File: config.mk
export PLATFORM = sky130hd
export DESIGN_NAME = wb_arb
export DESIGN_NICKNAME = d
export VERILOG_FILES = /design/src/rtl/wb_arb.sv
export SDC_FILE = /design/constraint.sdc
export NUM_CORES = 1
export LEC_CHECK = 0
export ABC_AREA = 0
export CORE_MARGIN = 10
export CORE_UTILIZATION = 54
export DETAILED_ROUTE_END_ITERATION = 7
export MAX_ROUTING_LAYER = met4
export PLACE_DENSITY = 0.84
export SYNTH_ARGS = -nofsm -noshare
export SYNTH_HDL_FRONTEND = slang
export SYNTH_SLANG_ARGS = --single-unit
File: constraint.sdc
create_clock -name clk -period 5.1 [get_ports clk]
set_input_delay 1.02 -clock clk [delete_from_list [all_inputs] [get_ports clk]]
set_output_delay 1.02 -clock clk [all_outputs]
set_load 0.01 [all_outputs]
File: src/rtl/wb_arb.sv
`default_nettype none
// +----------------------------------------------------------------------------+
// | Module   : wb_arb                                                          |
// | Purpose  : Multi-channel write-back arbiter, per-channel FIFOs drained by  |
// |            a round-robin grant into one registered GPR and CSR write port. |
// | Revision : 1.0  initial release                                            |
// +----------------------------------------------------------------------------+
module wb_arb #(
  parameter int NCH   = 3,
  parameter int DEPTH = 2,
  parameter int XLEN  = 32,
  parameter int RAW   = 5,
  parameter int CAW   = 12,
  parameter int CDW   = 32,
  localparam int c_chw = (NCH > 1) ? $clog2(NCH) : 1
) (
  input  logic                clk,
  input  logic                rstn,
  input  logic [NCH-1:0]      ch_valid_i,
  output logic [NCH-1:0]      ch_ready_o,
  input  logic [NCH-1:0]      ch_regs_wen_i,
  input  logic [NCH*RAW-1:0]  ch_rd_addr_i,
  input  logic [NCH*XLEN-1:0] ch_rd_data_i,
  input  logic [NCH-1:0]      ch_csr_wen_i,
  input  logic [NCH*CAW-1:0]  ch_csr_addr_i,
  input  logic [NCH*CDW-1:0]  ch_csr_data_i,
  output logic                regs_wen_o,
  output logic [RAW-1:0]      rd_addr_o,
  output logic [XLEN-1:0]     rd_data_o,
  output logic                csr_wen_o,
  output logic [CAW-1:0]      csr_wr_addr_o,
  output logic [CDW-1:0]      csr_wr_data_o,
  output logic                retire_o,
  output logic [c_chw-1:0]    retire_ch_o,
  output logic                busy_o
);

  localparam int c_ptr_w = (DEPTH > 1) ? $clog2(DEPTH) : 1;
  localparam int c_cnt_w = c_ptr_w + 1;

  typedef struct packed {
    logic            regs_wen;
    logic [RAW-1:0]  rd_addr;
    logic [XLEN-1:0] rd_data;
    logic            csr_wen;
    logic [CAW-1:0]  csr_addr;
    logic [CDW-1:0]  csr_data;
  } entry_t;

  entry_t           w_in   [NCH];
  entry_t           w_head [NCH];
  entry_t           w_sel;
  logic [NCH-1:0]   w_empty;
  logic [NCH-1:0]   w_full;
  logic [NCH-1:0]   w_push;
  logic [NCH-1:0]   w_pop;
  logic             w_gnt_valid;
  logic [c_chw-1:0] w_gnt;
  logic [c_chw-1:0] w_idx;
  logic [c_chw-1:0] r_rr;

  generate
    for (genvar k = 0; k < NCH; k++) begin : g_ch
      entry_t             r_mem [DEPTH];
      logic [c_ptr_w-1:0] r_wr;
      logic [c_ptr_w-1:0] r_rd;
      logic [c_cnt_w-1:0] r_cnt;

      assign w_in[k] = {ch_regs_wen_i[k], ch_rd_addr_i[k*RAW +: RAW],
                        ch_rd_data_i[k*XLEN +: XLEN], ch_csr_wen_i[k],
                        ch_csr_addr_i[k*CAW +: CAW], ch_csr_data_i[k*CDW +: CDW]};

      assign w_empty[k] = (r_cnt == '0);
      assign w_full[k]  = (r_cnt == c_cnt_w'(DEPTH));
      // Full channels refuse pushes even when popped this cycle: no bypass.
      assign w_push[k]  = ch_valid_i[k] & ~w_full[k];
      assign w_pop[k]   = w_gnt_valid & (w_gnt == c_chw'(k));
      assign w_head[k]  = r_mem[r_rd];

      always_ff @(posedge clk) begin
        if (w_push[k]) begin
          r_mem[r_wr] <= w_in[k];
        end
      end

      always_ff @(posedge clk or negedge rstn) begin
        if (!rstn) begin
          r_wr  <= '0;
          r_rd  <= '0;
          r_cnt <= '0;
        end else begin
          if (w_push[k]) begin
            r_wr <= r_wr + 1'b1;
          end
          if (w_pop[k]) begin
            r_rd <= r_rd + 1'b1;
          end
          case ({w_push[k], w_pop[k]})
            2'b10:   r_cnt <= r_cnt + 1'b1;
            2'b01:   r_cnt <= r_cnt - 1'b1;
            default: r_cnt <= r_cnt;
          endcase
        end
      end
    end
  endgenerate

  assign ch_ready_o = ~w_full;
  assign busy_o     = |(~w_empty);

  // First non-empty channel at or after the priority pointer, wrapping once.
  always_comb begin
    w_gnt_valid = 1'b0;
    w_gnt       = '0;
    w_idx       = '0;
    for (int i = 0; i < NCH; i++) begin
      if (int'(r_rr) + i >= NCH) begin
        w_idx = c_chw'(int'(r_rr) + i - NCH);
      end else begin
        w_idx = c_chw'(int'(r_rr) + i);
      end
      if (!w_gnt_valid && !w_empty[w_idx]) begin
        w_gnt_valid = 1'b1;
        w_gnt       = w_idx;
      end
    end
  end

  assign w_sel = w_head[w_gnt];

  always_ff @(posedge clk or negedge rstn) begin
    if (!rstn) begin
      r_rr          <= '0;
      regs_wen_o    <= 1'b0;
      rd_addr_o     <= '0;
      rd_data_o     <= '0;
      csr_wen_o     <= 1'b0;
      csr_wr_addr_o <= '0;
      csr_wr_data_o <= '0;
      retire_o      <= 1'b0;
      retire_ch_o   <= '0;
    end else begin
      regs_wen_o <= 1'b0;
      csr_wen_o  <= 1'b0;
      retire_o   <= 1'b0;
      if (w_gnt_valid) begin
        // x0 writes are dropped here but the entry still retires.
        regs_wen_o    <= w_sel.regs_wen & (w_sel.rd_addr != '0);
        rd_addr_o     <= w_sel.rd_addr;
        rd_data_o     <= w_sel.rd_data;
        csr_wen_o     <= w_sel.csr_wen;
        csr_wr_addr_o <= w_sel.csr_addr;
        csr_wr_data_o <= w_sel.csr_data;
        retire_o      <= 1'b1;
        retire_ch_o   <= w_gnt;
        r_rr          <= (w_gnt == c_chw'(NCH - 1)) ? '0 : w_gnt + 1'b1;
      end
    end
  end

endmodule
`default_nettype wire

== Word-level counts from Yosys, hierarchy flattened ==
Memories as Yosys holds them, arrays and structs flattened.
Index checks and enable logic that the tools add are counted.
Storage, ports and cells
  bits in registers: 100
  bits in writable memories: 498
  input bits: 254
  output and inout port bits: 90
  word-level logic and storage cells: 115
  memories: 3
Operators by class
  add/sub/neg operators: 18
  $lt $le $gt $ge: 7
  equal/unequal tests: 11
  multiplexer cells: 31
  bitwise gates (word level): 13
  reduce and logical (&&, ||, !) cells: 14
Memory list
  g_ch[0].r_mem: words 2, bits a word 83, rd ports 1, clocked after Yosys merged registers in 0, wr ports 1, line 64  | entry_t r_mem [DEPTH];
  g_ch[1].r_mem: words 2, bits a word 83, rd ports 1, clocked after Yosys merged registers in 0, wr ports 1, line 64
  g_ch[2].r_mem: words 2, bits a word 83, rd ports 1, clocked after Yosys merged registers in 0, wr ports 1, line 64
Operators with widths (count)
  binary-select mux 83 bit (select 2 bit): 1
  2-to-1 mux 83 bit: 2
  2-to-1 mux 1 bit: 15
  equality test 2 bit (second input constant): 7
  2-to-1 mux 2 bit: 7
  one-hot mux 2 bit (2 select lines): 3
  subtractor 2 x 1 -> 2 bit (second input constant): 5
  less-than comparator 2 x 3 -> 1 bit (second input constant): 3
  adder 2 x 1 -> 2 bit (second input constant): 4
  equality test 2 x 1 -> 1 bit (second input constant): 4
  logical NOT 2 bit: 4
  bitwise AND 1 bit: 7
  adder 1 bit (second input constant): 6
  binary-select mux 1 bit (select 2 bit): 3
  >= comparator 3 x 2 -> 1 bit (second input constant): 2
  inverter 3 bit: 2
  nonzero test 2 bit: 3
  nonzero test 5 bit: 1
  adder 2 x 1 -> 3 bit (second input constant): 1
  adder 2 x 2 -> 3 bit (second input constant): 1
  >= comparator 3 bit (second input constant): 1
  logical NOT 1 bit: 3
  inverter 1 bit: 3
  inverter 2 -> 3 bit: 1
  4 further kinds: 5

== Longest topological paths before layout ==
Gate-level depths: netlist of run 1.
  depth after elaboration: 18
  mapped depth: 16
  mapped depth without buffers: 12

== Least setup slack after synthesis of run 1 ==
No wires, ideal clock.
  path type: input-to-reg
  start point: input port ch_valid_i[0]
  end point: memory g_ch[0].r_mem[0][0] (netlist bit), enable pin
  arrival: 4.577 ns
  data required time: 4.575 ns
  path slack: -0.002 ns
  stages: 2
  buffers on the path: 0
  path through: nand2_1 -> nor2_1
Between the ends
  longest elaborated chain between the ends: 3
Ends and longest elaborated chain
  start: declaration: line 19  | input logic [NCH-1:0] ch_valid_i,
  bitwise AND 1 bit: line 76  | assign w_push[k] = ch_valid_i[k] & ~w_full[k];
  2-to-1 mux 1 bit: line 81  | if (w_push[k]) begin
  2-to-1 mux 1 bit (implied by the code): line 82  | r_mem[r_wr] <= w_in[k];
  end: declaration: line 64
No other way between the ends.

== Worst setup path after layout of run 1 ==
  start point: register r_rr[0]
  end point: register regs_wen_o
Between the ends
  longest elaborated chain between the ends: 18
  elaborated cells between the ends (all ways): 35
  classes of those cells: add/sub: 5; order compare: 3; mux: 19; bitwise: 2; reduce/logical: 6
Ends and longest elaborated chain
  start: declaration: line 60  | logic [c_chw-1:0] r_rr;
  start signal: assignment: line 156  | r_rr <= (w_gnt == c_chw'(NCH - 1)) ? '0 : w_gnt + 1'b1;
  adder 2 x 1 -> 3 bit: line 118, 120
  >= comparator 3 x 2 -> 1 bit or subtractor 2 x 1 -> 2 bit (tied branches): line 117, 118
  2-to-1 mux 2 bit: line 117  | if (int'(r_rr) + i >= NCH) begin
  binary-select mux 1 bit (select 2 bit): line 122  | if (!w_gnt_valid && !w_empty[w_idx]) begin
  2-to-1 mux 1 bit (implied by the code): line 122
  logical NOT 1 bit: line 122
  logical AND 1 bit: line 122
  2-to-1 mux 1 bit: line 122
  logical NOT 1 bit: line 122
  logical AND 1 bit: line 122
  2-to-1 mux 2 bit: line 122
  inverter 2 -> 3 bit (implied by the code): line 129  | assign w_sel = w_head[w_gnt];
  binary-select mux 83 bit (select 2 bit): line 129
  2-to-1 mux 83 bit (implied by the code) (2 in a row): line 129
  nonzero test 5 bit: line 148  | regs_wen_o <= w_sel.regs_wen & (w_sel.rd_addr != '0);
  bitwise AND 1 bit: line 148
  2-to-1 mux 1 bit (*): line 146  | if (w_gnt_valid) begin
  end signal: assignment: line 148
  end: declaration: line 27  | output logic regs_wen_o,
Mark *: on every way between the ends. The rest lies on a longest branch, timed or not. The select of a mux whose other input is x is not followed.
A chain may end at the register's enable or synchronous reset.

==> results.md, run 1 <==
- CTS H-tree depth: 2
- Most common cell after layout, fill and taps aside: edfxtp_1
- RSZ-0062 raised after global routing: false
- Max VDD drop: a little under 0.0006 V
- Synth-to-layout area growth: 25.9%
- Root Driver: clkbuf_16
- Critical R2R Launch: r_rr[0]$_DFFE_PN0P_
- Max FO, Critical Path: 45
- Pin count of the biggest net entering global routing: 64
- Cell Area, Synth: 23000 sq um
- Fin crit period: 3.87 ns
- Avg Inst Size Synth: 17.5 sq um
- Final nets: 1926
- Status: finished clean
- Top_reg_cell synth: edfxtp_1
- Setup slack, reg-to-reg: 1.23 ns
- Setup TNS Final: 0 ns
- Power per Cell Area: about 680 nW/um^2
- Total gr overflow: 0
- Number of I/O pins: 344
- # clock sinks: 598
- Ys async rst share: 0.167
- Total Routed Length: slightly above 60000 um
- CP Data Arrival Time: roughly 4.4 ns
- Yosys reg bits: around 600
- Fin Clk Skew: 0.0200 ns
- Startpoint class of the critical path: flop
- TritonCTS Buffers: 56
- Critical Path Source: r_rr[0]$_DFFE_PN0P_
- Clock Pin Slew Worst Setup and Hold Paths: 0.06 ns
- DRC: 0
- Starting density of the core: 0.547
- Worst R2R End: regs_wen_o$_DFF_PN0_
- Setup Buffers After CTS: 0
- Vias per cell: between 6 and 7
- Final Hold Fails: 0
- Yosys cell types: 46
- Area of the multi-input gates: ~5200 sq um
- Worst slew margin: 0.182
- Number of global-route vias before repair: roughly 14000
- Fillers: 2644
- Actual slew at the worst max-slew pin: 1.22 ns
- Count of max-cap constraint violations: 0
- Routed WL per cell: 27.1 um
- DR vias: about 14000
- Post-synth EDFFs: between 400 and 500
- Register area share after synthesis: 0.759
- Pre-CTS worst setup slack: 1.27 ns
- Initial antenna violation count: 8
- R2r worst-path depth: 9
- Die Y: 226 um
- CP endpoint kind: flop
- Peak Freq: 259 MHz
- WS Path Type: reg -> reg
- Initial drt markers: 1268
- RD Place Congestion: 0.846
- Worst skew pair latency: 0.62 ns
- Commonest non-fill, non-tap cells in the layout: 498 x edfxtp_1, 342 x clkdlybuf4s50_1, 210 x mux2i_1
- FP Rows: 75
- Placeable Area: 42000 sq um
- Type of the tightest min-delay check: in -> async
- Die W: 226 um
- Final setup viols: 0
- TritonCTS clock tree: yes
- Total GRT Usage: 0.244
- DRT Pass-1 Iters: 5
- Part of the cycle the worst path needs: 0.758
- Mapped Cells: between 1000 and 1500
- Required @ worst endpoint: 5.65 ns
- Register cell area after layout: 17500 sq um
- Slack of the critical path: 1.23 ns
- Count of warnings emitted by yosys: 0
- Antenna Nets Post-Route: 0
- Post-CTS sizing: 0
- Pleak: 0.0104 uW
- Critical Path Sink: regs_wen_o$_DFF_PN0_
- Dpl hpwl: about 38000 um
- Cts hold-fix bufs: 0
- Slew Viols, Final: 0
- First-pass GRT wire length: about 90000 um
- Syn nets: 1578
- Port Buffer Count: 343
- Die area: 51300 sq um
- CTS max path bufs: 3
- Fraction of final layout cells sized beyond drive strength 1: 0.121
worst min path at each step:
stage,startpoint,endpoint,slack [ns],depth (start not counted)
final,rstn,csr_wr_addr_o[7]$_DFFE_PN0P_,0.39,1
after global routing,rstn,csr_wr_addr_o[7]$_DFFE_PN0P_,0.40,1
after CTS,rstn,csr_wr_data_o[24]$_DFFE_PN0P_,0.37,1
after detailed placement,retire_ch_o[0]$_DFFE_PN0P_,retire_ch_o[0]$_DFFE_PN0P_,0.47,1
after global placement,retire_ch_o[0]$_DFFE_PN0P_,retire_ch_o[0]$_DFFE_PN0P_,0.46,1
after floorplan,g_ch[0].r_wr$_DFFE_PN0P_,g_ch[0].r_wr$_DFFE_PN0P_,0.48,1
cells in the mapped netlist (all sizes together) (2+ instances only):
cell type  instances  area share
inv                6     0.00098
a21oi             83       0.018
nor4               3     0.00082
o22ai              2     0.00054
mux2              37       0.018
nor2             107       0.017
mux2i            210       0.091
or2                2     0.00054
ha                 6      0.0033
o21ai              3     0.00065
edfxtp           498        0.65
nor2b              6      0.0016
a211oi             8      0.0026
nor3               3     0.00065
and3               4      0.0011
xor2               4      0.0015
o21a              36       0.012
o2bb2ai            2      0.0010
a21o               2     0.00065
nand2             11      0.0018
xnor2             11      0.0042
o221ai            76       0.040
nand2b             3     0.00082
buf               28      0.0079
or3                4      0.0011
clkbuf            50      0.0082
dfrtp            100        0.11
cell families (layout without fill, tap and decap cells):
family | Yosys count | count (layout) | synth area share
other | 0 | 10 | 0
buffers and inverters | 84 | 480 | 0.0171
adders and majority gates | 6 | 6 | 0.00326
and+or+nand+nor | 147 | 147 | 0.0273
muxes | 247 | 247 | 0.109
AOI/OAI and AO/OA | 221 | 221 | 0.0785
DFF | 598 | 598 | 0.759
xor gates and xnor gates | 15 | 15 | 0.00571
power by group:
| group | total [uW] | internal [uW] | switching [uW] |
|---|---|---|---|
| clock | 4230 | 2440 | 1790 |
| combinational | 7740 | 3280 | 4460 |
| sequential | 7730 | 6890 | 837 |
cell type report:
| class | instances | share of cell area |
|---|---|---|
| multi-input cells | 636 | 0.181 |
| diodes | 10 | 0.000864 |
| clock inverters | 21 | 0.00769 |
| clock buffers | 85 | 0.0571 |
| repair buffers | 368 | 0.126 |
| inverters | 6 | 0.000778 |
| well taps | 539 | 0.0233 |
| flip-flops and latches | 598 | 0.603 |
critical path, stage by stage (launching register included):
cell and delay (ns):
dfrtp_1 0.35, inv_1 0.08, ha_1 0.41, or3_1 0.46
mux2i_1 0.24, o2bb2ai_4 0.47, nand2_2 0.98, o2bb2ai_1 0.52
nor2_1 0.08, a31oi_1 0.17
sequential cells by signal (all words and copies together) (netlist names):
register	count
g_ch.r_mem	498
csr_wr_data_o	32
rd_data_o	32
csr_wr_addr_o	12
g_ch.r_cnt	6
rd_addr_o	5
g_ch.r_rd	3
g_ch.r_wr	3
r_rr	2
retire_ch_o	2
csr_wen_o	1
regs_wen_o	1
retire_o	1
metrics by stage:
step	cell area (sq um)	hold slack, ns	cells	power (uW)	util
after floorplan	23000	0.479	1318	12700	-
after global placement	27100	0.459	2147	15100	0.644
after detailed placement	27100	0.469	2147	15500	0.644
after CTS	28900	0.369	2253	19800	0.688
after global routing	29000	0.403	2261	20600	0.689
final	29000	0.387	2263	19700	0.689
per-layer routing:
layer  vias to the layer above  part of all wire  GRT usage
met2                       727              0.50      0.396
met4                         0             0.016     0.0634
met3                        81             0.086     0.0532
met5                         -                 0          -
li1                       5867                 -          -
met1                      6914              0.40      0.308
Power figures use the tool's default switching activity.
==> run 2: changes to the inputs <==
- CORE_UTILIZATION: 54 -> 49
- PLACE_DENSITY: 0.84 -> 0.8
- clock period: 5.1 -> 3.5 ns (I/O delays scaled with it)
==> run 2 against run 1 <==
Utilization is 5.5 points lower; sequential share of layout area down 1.0 points; final area up 1.7%; critical endpoint is now csr_wr_addr_o[11]$_DFFE_PN0P_; global-route usage shrank 2.4 points; total power grew 50%; register-to-register slack worse by 0.96 ns; clock skew rose by 0.0013 ns; sequential power up 45%; critical path type unchanged; clock power increased by 61%; flip-flop and latch count did not move; final cell count grew 3.7%.
==> results.md, run 2 (synthesis gave the netlist of run 1 again) <==
- Status: finished clean
- Final nets: 1938 (+0.62%)
- Combinational power share: 0.389 (-0.004)
- Max reg flops: 498 (unchanged)
- Switching pwr: 10400 uW (+46%)
- Number of I/O pins: 344 (unchanged)
- CP Cell Sequence: inv_1 -> ha_1 -> or3_1 -> mux2i_1 -> o2bb2ai_4 -> or3_2 -> buf_4 -> o221ai_1
- Fraction of final layout cells sized beyond drive strength 1: 0.137 (+0.0162)
- RD Place Congestion: 0.832 (-1.7%)
- Max FO, Critical Path: 42 (-6.7%)
- Type of the tightest min-delay check: in -> async
- Max stage delay on crit path: 0.60 ns (-0.38 ns)
- Synth-to-layout area growth: 28.0%
- Actual slew at the worst max-slew pin: 0.918 ns (-0.304 ns)
- Part of the cycle the worst path needs: 0.923 (+0.165)
- Total GRT Usage: 0.219 (-0.0243)
- Setup TNS Final: 0 ns (unchanged)
- Die Y: 237 um (+4.5%)
- Peak Freq: 310 MHz (+20%)
- Number of global-route vias before repair: 14600 (+1.8%)
- Reg power frac: 0.380 (-0.012)
- Worst skew pair latency: 0.62 ns (about the same)
- FP Rows: 79 (+5.3%)
- CP Data Arrival Time: 3.67 ns (-0.74 ns)
- DRT Pass-1 Iters: 5 (unchanged)
- Total Routed Length: 60700 um (-1.1%)
- Root Driver: clkbuf_16
- Biggest registers after layout: g_ch.r_mem: 498 flops, csr_wr_data_o: 32 flops, rd_data_o: 32 flops
- First-pass GRT wire length: 90700 um (+0.56%)
- Final setup viols: 0 (unchanged)
- Dpl hpwl: 37900 um (about the same)
- Count of max-cap constraint violations: 0 (unchanged)
- DRC: 0 (unchanged)
- Max VDD drop: 0.000602 V (+4.5%)
- Antenna Nets Post-Route: 0 (unchanged)
- TritonCTS clock tree: yes
- CTS max path bufs: 3 (unchanged)
- Fin crit period: 3.23 ns (-0.637 ns)
- Fin Clk Skew: 0.0213 ns (+0.00130 ns)
- Register cell area after layout: 17500 sq um (unchanged)
- Routed WL per cell: 25.8 um (-4.7%)
- # clock sinks: 598 (unchanged)
- CTS H-tree depth: 2 (unchanged)
- Commonest non-fill, non-tap cells in the layout: 498 x edfxtp_1, 342 x clkdlybuf4s50_1, 210 x mux2i_1
- Clock share of power: 0.231 (+0.016)
- Placeable Area: 46500 sq um (+11%)
- Cts hold-fix bufs: 0 (unchanged)
- Startpoint class of the critical path: flop
- DR vias: 13400 (-1.6%)
- Port Buffer Count: 343 (unchanged)
- Die W: 237 um (+4.5%)
- Pin count of the biggest net entering global routing: 68 (+6.3%)
- Most common cell after layout, fill and taps aside: edfxtp_1
- Initial antenna violation count: 8 (unchanged)
- Power per Cell Area: 1000 nW/um^2 (+47%)
- Biggest register: g_ch.r_mem
- CP endpoint kind: flop
- Starting density of the core: 0.495 (-0.0520)
- Net Sw Frac: 0.352 (-0.00758)
- CP max-delay cell: buf_4
- P_int: 19100 uW (+51%)
- Pleak: 0.0106 uW (+1.9%)
- CP bufs+invs: 2 (+1)
- Required @ worst endpoint: 3.94 ns (-1.71 ns)
- TritonCTS Buffers: 60 (+7.1%)
- Die area: 56000 sq um (+9.3%)
- Slew Viols, Final: 0 (unchanged)
- Final Hold Fails: 0 (unchanged)
- Clock Pin Slew Worst Setup and Hold Paths: 0.07 ns (about the same)
- Fillers: 3281 (+24%)
- Total gr overflow: 0 (unchanged)
- Crit path max-delay family: buffers and inverters
- WS Path Type: reg -> reg
- Area of the multi-input gates: 5250 sq um (unchanged)
- RSZ-0062 raised after global routing: false
- Initial drt markers: 1207 (-4.8%)
- Worst slew margin: 0.388 (+0.206)
- Vias per cell: 5.70 (-5.1%)
- Hold slack: 0.0941 ns (-0.292 ns)
## run 2: power by group through the flow
stage / Clock [uW] / Sequential (uW) / Combinational (uW)
after floorplan: 0 / 11000 / 7550
after global placement: 0 / 11200 / 11100
after detailed placement: 0 / 11300 / 11500
after CTS: 6930 / 11200 / 11600
after global routing: 7210 / 11400 / 12400
final: 6810 / 11200 / 11400
## run 2: stage by stage
stage / util / worst slack, ns / power (uW) / instance area (sq um) / std cells
after CTS: 0.634 / 0.271 / 29700 / 29400 / 2337
after global routing: 0.634 / 0.114 / 31000 / 29500 / 2345
final: 0.634 / 0.271 / 29500 / 29500 / 2347
after detailed placement: 0.588 / 0.278 / 22900 / 27300 / 2223
after floorplan: - / 0.112 / 18500 / 23000 / 1318
after global placement: 0.588 / 0.455 / 22300 / 27300 / 2223
## run 2: metal layers
metal  routed length (um)  part of all wire  GRT usage
met1                24300              0.40      0.269
met2                30200              0.50      0.361
met3                 4900             0.081     0.0496
met4                 1230             0.020     0.0614
met5                    0                 0          -
## run 2: what timing repair did
| action | in CTS | in global routing |
|---|---|---|
| hold endpoints to repair | 0 | 0 |
| setup buffers | 0 | 0 |
| setup endpoints to repair | 0 | 2 |
| gates resized for setup | 0 | 1 |
## run 2: worst register-to-register path: cells and delay by family, from the launching register on
kind,cells,cell delay (ns)
DFF,1,0.36
muxes,1,0.27
buffers and inverters,2,0.68
and+or+nand+nor,2,0.68
AOI/OAI and AO/OA,2,0.66
adders and majority gates,1,0.42
## run 2: final cells by class
| type | instances | area share |
|---|---|---|
| diodes | 10 | 0.000850 |
| clock buffers | 68 | 0.0537 |
| clock inverters | 46 | 0.0187 |
| inverters | 6 | 0.000765 |
| multi-input cells | 636 | 0.178 |
| flip-flops and latches | 598 | 0.593 |
| well taps | 607 | 0.0258 |
| repair buffers | 376 | 0.129 |
## run 2: final timing paths
| path | slack [ns] | start | to | cells past startpoint |
|---|---|---|---|---|
| setup / recovery | 0.27 | r_rr[0]$_DFFE_PN0P_ | csr_wr_addr_o[11]$_DFFE_PN0P_ | 8 |
| max in group asynchronous | 2.54 | rstn | g_ch[0].r_rd$_DFFE_PN0P_ | 2 |
| setup reg to reg | 0.27 | r_rr[0]$_DFFE_PN0P_ | csr_wr_addr_o[11]$_DFFE_PN0P_ | 8 |
| hold / removal | 0.09 | rstn | csr_wr_addr_o[6]$_DFFE_PN0P_ | 1 |
| min in group clk | 0.48 | retire_ch_o[0]$_DFFE_PN0P_ | retire_ch_o[0]$_DFFE_PN0P_ | 1 |
| hold reg to reg | 0.48 | retire_ch_o[0]$_DFFE_PN0P_ | retire_ch_o[0]$_DFFE_PN0P_ | 1 |
==> run 3: changes to the inputs <==
- ABC_AREA: 0 -> 1
==> run 3 against run 2 <==
Hold slack got worse by 0.013 ns; final area decreased by 1.0%; via count increased by 9.4%; count of clock-buffer cells in the layout increased by 17; sequential share of layout area increased by 0.61 points; largest cell class unchanged.
==> results.md, run 3 <==
- Ys async rst share: 0.167 (unchanged)
- Yosys top cell by area: edfxtp_1
- CTS H-tree depth: 2 (unchanged)
- Syn nets: 1908 (+21%)
- Worst skew pair latency: 0.62 ns (about the same)
- DRC: 0 (unchanged)
- Setup Buffers After CTS: 0 (unchanged)
- WS Path Type: reg -> reg
- Cell Area, Synth: 22900 sq um (-0.45%)
- Max FO, Critical Path: 15 (-64%)
- Avg Inst Size Synth: 13.9 sq um (-20%)
- Max VDD drop: 0.000658 V (+9.2%)
- Final setup viols: 0 (unchanged)
- Number of I/O pins: 344 (unchanged)
- Pin count of the biggest net entering global routing: 85 (+25%)
- Yosys reg bits: 598 (unchanged)
- Die Y: 236 um (-0.20%)
- Post-synth top area share: 0.653 (+0.00291)
- Status: finished clean
- CTS max path bufs: 3 (unchanged)
- Worst slew margin: 0.374 (-0.0143)
- Routed WL per cell: 23.3 um (-9.8%)
- Vias per cell: 5.48 (-3.8%)
- Antenna Nets Post-Route: 0 (unchanged)
- Final nets: 2261 (+17%)
- Fin crit period: 3.02 ns (-0.209 ns)
- Post-CTS sizing: 0 (unchanged)
- Setup slack, reg-to-reg: 0.48 ns (+0.21 ns)
- Synth-to-layout area growth: 27.3%
- Final Hold Fails: 0 (unchanged)
- Total GRT Usage: 0.226 (+0.00634)
- Count of max-cap constraint violations: 0 (unchanged)
- Max reg flops: 498 (unchanged)
- RD Place Congestion: 0.858 (+3.1%)
- Pleak: 0.0108 uW (+2.0%)
- Count of warnings emitted by yosys: 0 (unchanged)
- GR peak layer: met2
- Biggest registers after layout: g_ch.r_mem: 498 flops, csr_wr_data_o: 32 flops, rd_data_o: 32 flops
- Post-synth top cells: 505 x nand2_1, 498 x edfxtp_1, 100 x dfrtp_1
- Met1 GRT Util: 0.271 (+0.00147)
- Placeable Area: 46400 sq um (-0.21%)
- Die W: 236 um (-0.20%)
- Main area contributors after synthesis: edfxtp_1 65%, dfrtp_1 11%, nand2_1 8.3%
- Initial antenna violation count: 9 (+1)
- FP Rows: 79 (unchanged)
- Total Routed Length: 62200 um (+2.6%)
- Mapped Cells: 1648 (+25%)
- DR vias: 14600 (+9.4%)
- Total gr overflow: 0 (unchanged)
- CP endpoint kind: flop
- Post-synth EDFFs: 498 (unchanged)
- Cts hold-fix bufs: 0 (unchanged)
- Biggest register: g_ch.r_mem
- Fin Clk Skew: 0.0192 ns (-0.00212 ns)
- Initial drt markers: 1402 (+16%)
- Power per Cell Area: 973 nW/um^2 (-2.7%)
- Required @ worst endpoint: 4.00 ns (+0.06 ns)
- Max stage delay on crit path: 0.48 ns (-0.12 ns)
- # clock sinks: 598 (unchanged)
- Design area: 29200 sq um (-1.0%)
- Part of the cycle the worst path needs: 0.863 (-0.0598)
- Critical Path Source: r_rr[0]$_DFFE_PN0P_
- Startpoint class of the critical path: flop
- Top_reg_cell synth: edfxtp_1
- Number of global-route vias before repair: 15500 (+6.5%)
- Port Buffer Count: 343 (unchanged)
- Yosys cell types: 33 (-28%)
- Setup TNS Final: 0 ns (unchanged)
- RSZ-0062 raised after global routing: false
- Fillers: 3327 (+1.4%)
- CP max-delay cell: nand2_1
- Type of the tightest min-delay check: in -> async
- Root Driver: clkbuf_16
- Starting density of the core: 0.494 (-0.00116)
- CP Cell Sequence: inv_1 -> ha_1 -> inv_1 -> nand3_1 -> inv_1 -> a21oi_2 -> nand3_1 -> nand2_1 -> nor2_2 -> nand2_1 -> a21oi_1 -> nor2_1 -> nand2_1 -> nor2_1 -> nor2_1
- DRT Pass-1 Iters: 5 (unchanged)
- Met3 Use GR: 0.0530 (+0.00344)
- Most common cell after layout, fill and taps aside: nand2_1
- CP Data Arrival Time: 3.52 ns (-0.15 ns)
- Clock Pin Slew Worst Setup and Hold Paths: 0.06 ns (about the same)
- Critical R2R Launch: r_rr[0]$_DFFE_PN0P_
- Register area share after synthesis: 0.762 (+0.00340)
- Most numerous cell in the Yosys netlist: nand2_1
- Die area: 55800 sq um (-0.41%)
- TritonCTS Buffers: 59 (-1.7%)
- Dpl hpwl: 39500 um (+4.1%)
- Commonest non-fill, non-tap cells in the layout: 505 x nand2_1, 498 x edfxtp_1, 342 x clkdlybuf4s50_1
- Placed Area: 27100 sq um (-0.60%)
- TritonCTS clock tree: yes
- Fraction of final layout cells sized beyond drive strength 1: 0.0994 (-0.0376)
- First-pass GRT wire length: 94300 um (+3.9%)
- Slew Viols, Final: 0 (unchanged)
- Peak Freq: 331 MHz (+6.9%)
- Actual slew at the worst max-slew pin: 0.939 ns (+0.0215 ns)
- Met2 Use GR: 0.373 (+0.0110)
==> run 3: cell families after synthesis <==
group / after synthesis / synth area share
adders and majority gates: 6 / 0.00328
AOI/OAI and AO/OA: 199 / 0.0605
and+or+nand+nor: 651 / 0.117
muxes: 80 / 0.0350
buffers and inverters: 105 / 0.0188
xor gates and xnor gates: 9 / 0.00344
DFF: 598 / 0.762
==> run 3: final cells by class <==
class | instances | area [sq um] | area share
Timing Repair Buffer | 372 | 3750 | 0.129
Clock buffer | 85 | 1720 | 0.0591
Multi-Input combinational cell | 945 | 5060 | 0.174
Clock inverter | 27 | 273 | 0.00936
Sequential cell | 598 | 17500 | 0.599
Tap cell | 607 | 759 | 0.0260
Inverter | 25 | 96.3 | 0.00330
Antenna cell | 9 | 22.5 | 0.000772
==> run 3: worst max-delay path: cells and delay by family, from the launching register on <==
kind                     cells  cell delay [ns]
buffers and inverters        3             0.26
adder cells (fa/ha/maj)      1             0.35
AO/OA/AOI/OAI                2             0.30
flip-flops                   1             0.34
AND/OR/NAND/NOR              9             1.61
==> run 3: per-stage QoR <==
stage	std cells	hold WS [ns]	total power (uW)	setup WS, ns	utilization
6_report	2668	0.0809	28400	0.480	0.629
5_1_grt	2668	0.0999	30000	0.251	0.629
4_1_cts	2659	0.0778	28500	0.563	0.628
3_5_place_dp	2547	0.476	22100	0.590	0.585
3_3_place_gp	2547	0.467	21600	0.713	0.585
2_1_floorplan	1648	0.404	17600	0.0887	-
==> run 3: power breakdown <==
group / internal, uW / switching (uW)
Combinational: 4050 / 6890
Sequential: 10000 / 972
Clock: 3780 / 2640
==> run 3: final timing paths <==
check                           depth (start not counted)                            end
max in group asynchronous                               2  csr_wr_data_o[25]$_DFFE_PN0P_
min in group clk                                        2       rd_addr_o[2]$_DFFE_PN0P_
worst min register to register                          2       rd_addr_o[2]$_DFFE_PN0P_
worst max register to register                         15           regs_wen_o$_DFF_PN0_
worst min-delay path                                    1  csr_wr_data_o[17]$_DFFE_PN0P_
worst max-delay path                                   15           regs_wen_o$_DFF_PN0_
==> run 3: layer usage <==
metal | wire length [um] | vias to the layer above
li1 | - | 6656
met1 | 24600 | 7212
met2 | 31100 | 641
met3 | 4800 | 122
met4 | 1720 | 0
met5 | 0 | -
